### src/rtl/data_mem_arbiter.sv
// data_mem_arbiter
//   Funnels NUM_CONSUMERS per-thread LSU request lanes onto a single external
//   data-memory channel. Only one transaction is in flight at a time.
//
//   Handshake (both sides): a requester raises valid and holds it, together
//   with its address/data, until it sees the matching ready. On the memory
//   side the arbiter keeps mem_*_valid and its address/data stable until
//   mem_*_ready is sampled high. On the consumer side ready stays high until
//   the lane drops the matching valid. After that, ready falls on the next edge.
//
//   Build option: define ARB_ROUND_ROBIN_EN for round-robin arbitration.
//   The search starts at rr_ptr and wraps. Without it, arbitration is fixed
//   priority and the lowest lane index wins.
//
// Ports
//   clk, reset                    clock / synchronous active-high reset
//   consumer_read_valid/address   per-lane read request, address
//   consumer_read_ready/data      per-lane read completion, returned word
//   consumer_write_valid/address/data  per-lane write request
//   consumer_write_ready          per-lane write completion
//   mem_read_valid/address        read request to memory
//   mem_read_ready/data           memory read completion, returned word
//   mem_write_valid/address/data  write request to memory
//   mem_write_ready               memory write completion
//   busy                          high whenever the FSM is not IDLE
module data_mem_arbiter #(
    parameter int NUM_CONSUMERS = 4,
    parameter int ADDR_BITS     = 8,
    parameter int DATA_BITS     = 8
) (
    input  logic                               clk,
    input  logic                               reset,
    input  logic [NUM_CONSUMERS-1:0]           consumer_read_valid,
    input  logic [NUM_CONSUMERS*ADDR_BITS-1:0] consumer_read_address,
    output logic [NUM_CONSUMERS-1:0]           consumer_read_ready,
    output logic [NUM_CONSUMERS*DATA_BITS-1:0] consumer_read_data,
    input  logic [NUM_CONSUMERS-1:0]           consumer_write_valid,
    input  logic [NUM_CONSUMERS*ADDR_BITS-1:0] consumer_write_address,
    input  logic [NUM_CONSUMERS*DATA_BITS-1:0] consumer_write_data,
    output logic [NUM_CONSUMERS-1:0]           consumer_write_ready,
    output logic                               mem_read_valid,
    output logic [ADDR_BITS-1:0]               mem_read_address,
    input  logic                               mem_read_ready,
    input  logic [DATA_BITS-1:0]               mem_read_data,
    output logic                               mem_write_valid,
    output logic [ADDR_BITS-1:0]               mem_write_address,
    output logic [DATA_BITS-1:0]               mem_write_data,
    input  logic                               mem_write_ready,
    output logic                               busy
);

    localparam int IDX_W = (NUM_CONSUMERS > 1) ? $clog2(NUM_CONSUMERS) : 1;

    typedef enum logic [1:0] {
        IDLE       = 2'd0,
        READ_WAIT  = 2'd1,
        WRITE_WAIT = 2'd2,
        RELEASE    = 2'd3
    } state_t;

    state_t             state;
    logic [IDX_W-1:0]   grant_idx;
    logic               grant_is_read;   // selects which valid ends RELEASE

    // Per-lane views of the flattened buses.
    logic [ADDR_BITS-1:0] rd_addr_lane [NUM_CONSUMERS];
    logic [ADDR_BITS-1:0] wr_addr_lane [NUM_CONSUMERS];
    logic [DATA_BITS-1:0] wr_data_lane [NUM_CONSUMERS];
    logic [DATA_BITS-1:0] rd_data_q    [NUM_CONSUMERS];

    always_comb begin
        for (int i = 0; i < NUM_CONSUMERS; i++) begin
            rd_addr_lane[i] = consumer_read_address[i*ADDR_BITS +: ADDR_BITS];
            wr_addr_lane[i] = consumer_write_address[i*ADDR_BITS +: ADDR_BITS];
            wr_data_lane[i] = consumer_write_data[i*DATA_BITS +: DATA_BITS];
        end
    end

    always_comb begin
        consumer_read_data = '0;
        for (int i = 0; i < NUM_CONSUMERS; i++) begin
            consumer_read_data[i*DATA_BITS +: DATA_BITS] = rd_data_q[i];
        end
    end

    logic [NUM_CONSUMERS-1:0] lane_request;
    logic                     grant_found;
    logic [IDX_W-1:0]         grant_sel;

    assign lane_request = consumer_read_valid | consumer_write_valid;

`ifdef ARB_ROUND_ROBIN_EN
    logic [IDX_W-1:0] rr_ptr;
    logic [IDX_W:0]   probe_sum;
    logic [IDX_W-1:0] probe_idx;

    // Scan offsets from highest to lowest so that the first lane at or after
    // rr_ptr (lowest offset) is the one left in grant_sel.
    always_comb begin
        grant_found = 1'b0;
        grant_sel   = '0;
        probe_sum   = '0;
        probe_idx   = '0;
        for (int k = NUM_CONSUMERS - 1; k >= 0; k--) begin
            probe_sum = {1'b0, rr_ptr} + (IDX_W+1)'(k);
            if (probe_sum >= (IDX_W+1)'(NUM_CONSUMERS)) begin
                probe_sum = probe_sum - (IDX_W+1)'(NUM_CONSUMERS);
            end
            probe_idx = probe_sum[IDX_W-1:0];
            if (lane_request[probe_idx]) begin
                grant_found = 1'b1;
                grant_sel   = probe_idx;
            end
        end
    end
`else
    // Fixed priority: scanning downward leaves the lowest requesting lane.
    always_comb begin
        grant_found = 1'b0;
        grant_sel   = '0;
        for (int k = NUM_CONSUMERS - 1; k >= 0; k--) begin
            if (lane_request[k]) begin
                grant_found = 1'b1;
                grant_sel   = IDX_W'(k);
            end
        end
    end
`endif

    assign busy = (state != IDLE);

    always_ff @(posedge clk) begin
        if (reset) begin
            state                <= IDLE;
            grant_idx            <= '0;
            grant_is_read        <= 1'b0;
            consumer_read_ready  <= '0;
            consumer_write_ready <= '0;
            mem_read_valid       <= 1'b0;
            mem_read_address     <= '0;
            mem_write_valid      <= 1'b0;
            mem_write_address    <= '0;
            mem_write_data       <= '0;
            for (int i = 0; i < NUM_CONSUMERS; i++) begin
                rd_data_q[i] <= '0;
            end
`ifdef ARB_ROUND_ROBIN_EN
            rr_ptr               <= '0;
`endif
        end else begin
            case (state)
                IDLE: begin
                    if (grant_found) begin
                        grant_idx <= grant_sel;
`ifdef ARB_ROUND_ROBIN_EN
                        rr_ptr <= (grant_sel == IDX_W'(NUM_CONSUMERS - 1)) ?
                                  '0 : grant_sel + 1'b1;
`endif
                        // Read takes precedence when a lane raises both.
                        if (consumer_read_valid[grant_sel]) begin
                            grant_is_read    <= 1'b1;
                            mem_read_valid   <= 1'b1;
                            mem_read_address <= rd_addr_lane[grant_sel];
                            state            <= READ_WAIT;
                        end else begin
                            grant_is_read     <= 1'b0;
                            mem_write_valid   <= 1'b1;
                            mem_write_address <= wr_addr_lane[grant_sel];
                            mem_write_data    <= wr_data_lane[grant_sel];
                            state             <= WRITE_WAIT;
                        end
                    end
                end
                READ_WAIT: begin
                    if (mem_read_ready) begin
                        rd_data_q[grant_idx]           <= mem_read_data;
                        consumer_read_ready[grant_idx] <= 1'b1;
                        mem_read_valid                 <= 1'b0;
                        state                          <= RELEASE;
                    end
                end
                WRITE_WAIT: begin
                    if (mem_write_ready) begin
                        consumer_write_ready[grant_idx] <= 1'b1;
                        mem_write_valid                 <= 1'b0;
                        state                           <= RELEASE;
                    end
                end
                RELEASE: begin
                    // Read data is left in place; only the ready bit drops.
                    if (grant_is_read ? !consumer_read_valid[grant_idx]
                                      : !consumer_write_valid[grant_idx]) begin
                        consumer_read_ready  <= '0;
                        consumer_write_ready <= '0;
                        state                <= IDLE;
                    end
                end
                default: state <= IDLE;
            endcase
        end
    end

endmodule

### config.mk
export PLATFORM = sky130hd
export DESIGN_NAME = data_mem_arbiter
export DESIGN_NICKNAME = d
export VERILOG_FILES = /design/src/rtl/data_mem_arbiter.sv
export SDC_FILE = /design/constraint.sdc
export NUM_CORES = 1
export LEC_CHECK = 0
export BUFFER_PORTS_ARGS = -buffer_cell sky130_fd_sc_hd__buf_2
export CAP_MARGIN = 20
export CORE_UTILIZATION = 41
export DETAILED_ROUTE_END_ITERATION = 10
export PLACE_DENSITY = 0.78
export RECOVER_POWER = 25
export SLEW_MARGIN = 40
export SYNTH_ARGS = -nofsm -noshare
export SYNTH_HDL_FRONTEND = slang
export SYNTH_SLANG_ARGS = --single-unit
### constraint.sdc
create_clock -name clk -period 2 [get_ports clk]
set_clock_uncertainty 0.05 [all_clocks]
set_input_delay 0.4 -clock clk [delete_from_list [all_inputs] [get_ports clk]]
set_output_delay 0.4 -clock clk [all_outputs]
set_load 0.02 [all_outputs]
=== After elaboration in Yosys (flattened, before gate mapping) ===
Memories as Yosys holds them, arrays and structs flattened.
Index checks and enable logic that the tools add are counted.

* Bitwise logic cells: 5
* Eq/ne operators: 9
* Reductions and logical operators: 18
* Multiplexer cells: 55
* Magnitude comparators: 4

{| class="wikitable"
|+ Operators with widths
! cell !! number
|-
| 2-to-1 mux 8 bit || 7
|-
| binary-select mux 8 bit (select 2 bit) || 3
|-
| 2-to-1 mux 1 bit || 23
|-
| 2-to-1 mux 2 bit || 10
|-
| one-hot mux 4 bit (2 select lines) || 2
|-
| 2-to-1 mux 4 bit || 3
|-
| != test 2 bit, second input constant || 6
|-
| OR 4 bit || 3
|-
| AND reduction 3 bit || 4
|-
| AND reduction 4 bit || 3
|-
| nonzero test 2 bit || 5
|-
| one-hot mux 2 bit (4 select lines) || 1
|-
| OR reduction 8 bit || 1
|-
| binary-select mux 1 bit (select 2 bit) || 3
|-
| less-than comparator 2 x 3 -> 1 bit, second input constant || 2
|-
| == test 2 bit, second input constant || 2
|-
| one-hot mux 1 bit (2 select lines) || 2
|-
| greater-or-equal comparator 3 bit, second input constant || 1
|-
| NOT 2 -> 3 bit || 1
|-
| demux 1 bit (select 2 bit) || 1
|-
| == test 2 x 1 -> 1 bit, second input constant || 1
|-
| greater-or-equal comparator 2 x 1 -> 1 bit, second input constant || 1
|-
| zero test 1 bit || 2
|-
| zero test 2 bit || 1
|-
| 3 further kinds || 3
|}

* Bits in registers: 39
* Memories kept: 1
* Bits in writable memories: 32

{| class="wikitable"
|+ Memory list
! memory !! depth !! bits a word !! rd ports !! clocked after Yosys merged registers in !! wr ports !! RTL line !! RTL
|-
| rd_data_q || 4 || 8 || 4 || 0 || 4 || 69 || <nowiki>logic [DATA_BITS-1:0] rd_data_q [NUM_CONSUMERS];</nowiki>
|}

=== Depth between registers and ports, before layout ===
Gate-level depths: netlist of run 1.

* Depth after elaboration: 10
* Depth in mapped cells: 8
* Depth with buffers taken out: 7

=== Worst setup path before layout of run 1 ===
Ideal clock, no wire load.

* Kind: register to register
* Start point: reg state[1]
* End point: mem rd_data_q[1][0], enable pin
* Period minus slack after synthesis: 1.903 ns
* Arrival: 1.469 ns
* Slack: 0.097 ns
* Library setup time: 0.384 ns
* Cell stages (with the launch flop): 6
* Cells stage by stage: dfxtp_1 -> inv_1 -> ha_1 -> nand2_1 -> clkbuf_1 -> o21ai_0

{| class="wikitable"
|+ RTL lines
! element !! RTL line !! RTL
|-
| from (decl) || 61 || <nowiki>state_t state;</nowiki>
|-
| from (signal assigned) || 134 || <nowiki>state <= IDLE;</nowiki>
|-
| from (signal assigned) || 164 || <nowiki>state <= READ_WAIT;</nowiki>
|-
| from (signal assigned) || 170 || <nowiki>state <= WRITE_WAIT;</nowiki>
|-
| to (decl) || 69 ||
|}

=== Worst setup path in the final report of run 1 ===
* Start point: reg state[0]
* End point: reg state[1]

* Cells in the longest elaborated chain, start to end: 3
* Elaborated cells on any way between the ends: 10

{| class="wikitable"
|+ Ends and longest elaborated chain
! element !! RTL line !! RTL
|-
| == test 2 bit, or another cell as far along || 151 || <nowiki>case (state)</nowiki>
|-
| != test 2 bit (no source line) || - ||
|-
| AND reduction 4 bit (no source line) || - ||
|}

Several ways; a longest one is shown, not always the timed one.
A chain may end at the register's enable or synchronous reset.

==> run_results.csv, run 1 <==
group,metric,value,unit
timing,setup_viol,0,
placed_design,hpwl,7710,µm
synthesis,ys_ff_latch,71,
drt,via_per_inst,5.24,
global_routing,grt_usage,21.3,%
hold_path,hold_path_class,"primary input to flip-flop",
pwr,leakage,2.14,nW
timing,setup_tns,0,ns
run,drv_cap,0,
setup_path,crit_path_max_fanout,4,
setup_path,worst_setup_path_start_kind,"flip-flop",
timing,rsz0062_at_grt,"no",
run_status,status,"finished clean",
synthesis,syn_area,3600,µm²
floorplan,die_w,95.7,µm
layout,layout-drive-gt1-share,37.2,%
floorplan,core_area,8340,µm²
floorplan,die_y,95.7,µm
setup_path,critPathTopFamily,"simple AND/OR/NAND/NOR gates",
pwr,p_per_area,940,nW/µm²
layout,multi_input_comb_area,1770,µm²
timing,drv_slew,0,
global_routing,grt_overflow,0,
setup_path,crit_type,"flip-flop to flip-flop",
setup_path,cp_slowest_cell,"dfxtp_1",
layout,final_cell_mix,"141 x buf_2, 50 x nor2_1, 43 x clkbuf_1",
global_routing,grt_max_degree,25,
floorplan,ios,183,
layout,final_util,59.4,%
layout,final_cell_area,4950,µm²
drt,vias,3435,
drt,dr.pass1.iters,4,
timing,hold-worst-slack,0.330,ns
placed_design,portBuffers,182,
hold_path,worstHoldStart,"mem_read_data[6]",
floorplan,num_rows,33,
setup_path,required,2.18,ns
drt,drc_errors,0,
setup_path,crit_chain,"inv_1 > ha_1 > nor2b_1 > a41oi_2 > nand2_1 > nor2_1 > mux2_2",
clock_network,numCtsBuffers,9,
synthesis,synth_edf_count,32,
timing,relSlewSlack,61.6,%
timing,min_period_over_period,92.5,%
drt,finalWirelength,10000,µm
synthesis,ys_async_sr_fraction,0,%
clock_network,ctsHtreeMaxLevel,3,
clock_network,cts.sinks,71,
timing,max_slew.worst_pin.slew,0.572,ns
global_routing,antenna_found_initial,0,
layout,seqCellArea,1740,µm²
layout,fin_nets,666,
placed_design,postPlaceCellArea,4790,µm²
clock_network,cts.path.max_buffers,2,
clock_network,path_clk_slew,0.08,ns
clock_network,clk_latency,0.33,ns
synthesis,synthCells,346,
pwr,peakVddDrop,450,µV
setup_path,max_stage_delay,0.40,ns
setup_path,critPathBufInv,1,
layout,diodes,0,
global_routing,grt_pass1_wl,14800,µm
drt,drtIter0Drc,115,
timing,post-route-min-period,1.85,ns
synthesis,synth_cell_types,44,
placed_design,gp_congestion,0.832,
global_routing,grt_pass1_vias,3178,
floorplan,dieArea,9150,µm²
synthesis,yosysSeqAreaShare,48.4,%
layout,final_common_cell,"buf_2",
drt,ant_nets,0,
layout,area_delta_synth_final,37.7,%
clock_network,cts_tree,"done",
synthesis,synth.yosys.warnings,0,
setup_path,rr_startpoint,"state[0]$_SDFFE_PP0P_",
timing,finalHoldViolCount,0,
clock_network,cts_setup_buffers,0,
drt,drt-wirelength-per-cell,15.3,µm
setup_path,startpoint,"state[0]$_SDFFE_PP0P_",
timing,max_freq,0.540,GHz
synthesis,synth_area_per_cell,10.4,µm²
layout,fill_cells,760,
synthesis,syn-num-nets,466,
synthesis,ys.flop_type,"dfxtp_1",
setup_path,end_kind,"flip-flop",
setup_path,arrival,2.03,ns
floorplan,start_util,43.1,%
clock_network,cts-root-buf,"clkbuf_8",
pwr,total_power,0.00465,W
-- timing repair --
action,CTS,global route
endpoints found under the setup margin,0,19
hold endpoints to repair,0,0
hold buffers,0,0
resized for setup,0,6
-- metal layers --
| metal | vias up | global-route usage (%) | wire length, µm |
|---|---|---|---|
| li1 | 1673 | - | - |
| met5 | - | 0 | 0 |
| met3 | 19 | 3.19 | 573 |
| met4 | 0 | 9.33 | 161 |
| met2 | 140 | 35.3 | 4980 |
| met1 | 1603 | 27.3 | 4320 |
-- worst paths after layout --
kind	to	depth (start not counted)	slack [ns]
max reg2reg	state[1]$_SDFFE_PP0P_	7	0.15
min reg2reg	consumer_write_ready[3]$_SDFFE_PP0P_	1	0.41
max	state[1]$_SDFFE_PP0P_	7	0.15
min	rd_data_q[0][6]$_SDFFCE_PN0P_	2	0.33
-- sequential cells by signal, summed over array words and instances (netlist names) --
name,flops
state,2
grant_idx,2
mem_read_valid,1
mem_write_data,8
consumer_read_ready,4
grant_is_read,1
consumer_write_ready,4
mem_write_address,8
mem_write_valid,1
rd_data_q,32
mem_read_address,8
-- cells by family (layout without fill, tap and decap cells) --
kind of cell	Yosys count	after routing	synth area share [%]
simple gates	134	134	18.9
compound gates	82	82	19.3
flops	71	71	48.4
mux	31	31	8.66
buf+inv	24	229	3.34
fa+ha+maj	4	4	1.39
-- stage by stage --
| stage | std cells | worst slack [ns] |
|---|---|---|
| 6_report | 656 | 0.150 |
| 5_1_grt | 656 | 0.0674 |
| 4_1_cts | 656 | 0.0350 |
| 3_5_place_dp | 640 | -0.0855 |
| 3_3_place_gp | 640 | -0.00920 |
| 2_1_floorplan | 346 | 0.0966 |
-- report_power, final --
group / total (W) / leakage (nW) / internal, W / switching (W)
logic: 0.00162 / 1.39 / 0.000674 / 0.000948
clock network: 0.00111 / 0.0981 / 0.000589 / 0.000523
registers: 0.00192 / 0.651 / 0.00176 / 0.000164
-- cell type report --
type | count | area share, %
tap | 105 | 2.65
inverter | 5 | 0.379
clock buffer | 12 | 2.80
timing repair buffer | 208 | 22.3
clock inverter | 4 | 0.935
sequential | 71 | 35.2
multi-input combinational | 251 | 35.8
-- Yosys cell counts (all sizes together) (7+ instances only) --
master,n,area [µm²]
nand2,15,63.8
o21ai,8,40.0
edfxtp,32,961
nor2b,7,43.8
clkbuf,10,38.8
nor3,10,50.1
o21a,8,60.1
dfxtp,39,781
and2,33,206
a21oi,8,51.3
o32ai,8,123
nor2,51,194
o2bb2ai,8,70.1
buf,9,62.6
mux2i,30,300
a22o,16,140
a211oi,17,128
Note: power is estimated with default switching activity, not from simulation.
==> run 2: changes to the inputs <==
Settings changed: CAP_MARGIN 20 to default, REMOVE_ABC_BUFFERS from default to 1.
==> run 2 against run 1 <==
Cell area stayed put. First-iteration DRC count is 6.1% higher. Sequential power hardly changed. Non-clock buffer count is 1 lower. Core utilization stayed put. Maximum frequency is 1.9% lower. Clock-buffer cell count is 2 lower. Sequential share of layout area stayed put. Via count is 0.84% lower. Cell count is 0.15% lower. Global-route usage is 1.4 points higher. Largest cell class unchanged.
==> run_results.csv, run 2 (synthesis results as in run 1) <==
group,metric,value,unit
setup_path,worst_setup_path_start_kind,"flip-flop",
pwr,leakage,2.13,nW
layout,final_cell_area,4950,µm²
layout,fin_nets,665,
timing,max_slew.worst_pin.slew,0.506,ns
global_routing,grt_pass1_wl,15900,µm
pwr,peakVddDrop,402,µV
clock_network,cts-root-buf,"clkbuf_8",
setup_path,crit_path_max_fanout,8,
drt,finalWirelength,10400,µm
placed_design,gp_congestion,0.887,
layout,regMostFlops,"rd_data_q",
drt,dr.pass1.iters,4,
timing,max_freq,0.530,GHz
global_routing,grt_usage,22.6,%
setup_path,crit_type,"flip-flop to output pin",
floorplan,ios,183,
setup_path,arrival,1.44,ns
hold_path,hold_path_class,"primary input to flip-flop",
setup_path,required,1.55,ns
clock_network,cts.sinks,71,
layout,fill_cells,751,
setup_path,end_kind,"output pin",
drt,ant_nets,0,
placed_design,hpwl,8030,µm
timing,relSlewSlack,66.2,%
floorplan,die_y,95.7,µm
pwr,p_per_area,947,nW/µm²
placed_design,portBuffers,182,
layout,diodes,0,
drt,drtIter0Drc,122,
clock_network,cts_setup_buffers,0,
run_status,status,"finished clean",
global_routing,grt_max_degree,25,
clock_network,numCtsBuffers,9,
layout,area_delta_synth_final,37.7,%
clock_network,clk_latency,0.33,ns
timing,hold-worst-slack,0.328,ns
timing,finalHoldViolCount,0,
timing,post-route-min-period,1.89,ns
layout,final_common_cell,"buf_2",
clock_network,path_clk_slew,0.08,ns
floorplan,start_util,43.1,%
floorplan,dieArea,9150,µm²
drt,drc_errors,0,
clock_network,ctsHtreeMaxLevel,3,
clock_network,cts.path.max_buffers,2,
layout,largest_register_ffs,32,
clock_network,cts_tree,"done",
timing,setup_viol,0,
placed_design,postPlaceCellArea,4780,µm²
global_routing,antenna_found_initial,0,
global_routing,grt_pass1_vias,3291,
drt,drt-wirelength-per-cell,15.8,µm
run,drv_cap,0,
timing,rsz0062_at_grt,"no",
global_routing,grt_overflow,0,
layout,final_cell_mix,"140 x buf_2, 49 x nor2_1, 43 x clkbuf_1",
drt,vias,3406,
clock_network,cts_hold_buf,0,
layout,layout-drive-gt1-share,37.1,%
floorplan,num_rows,33,
drt,via_per_inst,5.20,
timing,drv_slew,0,
floorplan,die_w,95.7,µm
timing,min_period_over_period,94.3,%
floorplan,core_area,8340,µm²
run 2: critical path, cell delays in order (launching register included):
cell	delay (ns)
dfxtp_1	0.39
inv_1	0.09
ha_1	0.31
inv_2	0.14
buf_2	0.18
run 2: per-layer routing:
layer  track usage (%)  vias up  part of all wire [%]  wire length [µm]
met3              5.34       12                   6.1               634
met4              6.22        0                   1.4               140
li1                  -     1669                     -                 -
met2              39.1      109                    50              5170
met1              28.1     1616                    43              4420
met5                 0        -                     0                 0
run 2: area by class of cell:
type | instances | area, µm² | share of cell area (%)
Sequential cell | 71 | 1740 | 35.2
Timing Repair Buffer | 207 | 1100 | 22.1
Clock buffer | 10 | 128 | 2.58
Inverter | 5 | 18.8 | 0.379
Clock inverter | 6 | 67.6 | 1.36
Tap cell | 105 | 131 | 2.65
Multi-Input combinational cell | 251 | 1770 | 35.7
run 2: final timing paths:
kind / startpoint / to / slack [ns] / cells past startpoint
hold / removal: mem_read_data[7] / rd_data_q[2][7]$_SDFFCE_PN0P_ / 0.33 / 2
hold reg to reg: consumer_read_ready[2]$_SDFFE_PP0P_ / consumer_read_ready[2]$_SDFFE_PP0P_ / 0.42 / 1
setup reg to reg: state[1]$_SDFFE_PP0P_ / rd_data_q[0][3]$_SDFFCE_PN0P_ / 0.16 / 5
setup / recovery: state[0]$_SDFFE_PP0P_ / busy / 0.11 / 4
run 2: repair_timing:
item,in CTS,in global routing
hold endpoints to repair,0,0
endpoints found under the setup margin,7,16
resized for setup,1,4
pin swaps,0,0
run 2: power breakdown:
group | internal (W) | total [W] | switching (W) | leakage (nW)
combinational | 0.000663 | 0.00162 | 0.000955 | 1.39
sequential | 0.00176 | 0.00192 | 0.000168 | 0.651
clock | 0.000583 | 0.00115 | 0.000564 | 0.0895
total | 0.00300 | 0.00469 | 0.00169 | 2.13
run 2: through the flow:
step	worst slack, ns	power [W]	cells	setup TNS (ns)	util [%]
finish	0.113	0.00469	655	0	59.4
global route	0.0000168	0.00495	655	0	59.4
CTS	0.0176	0.00472	655	0	59.8
detailed placement	-0.0455	0.00357	639	-0.374	57.3
global placement	-0.0154	0.00352	639	-0.231	57.3
floorplan	-0.365	0.00292	327	-8.55	-
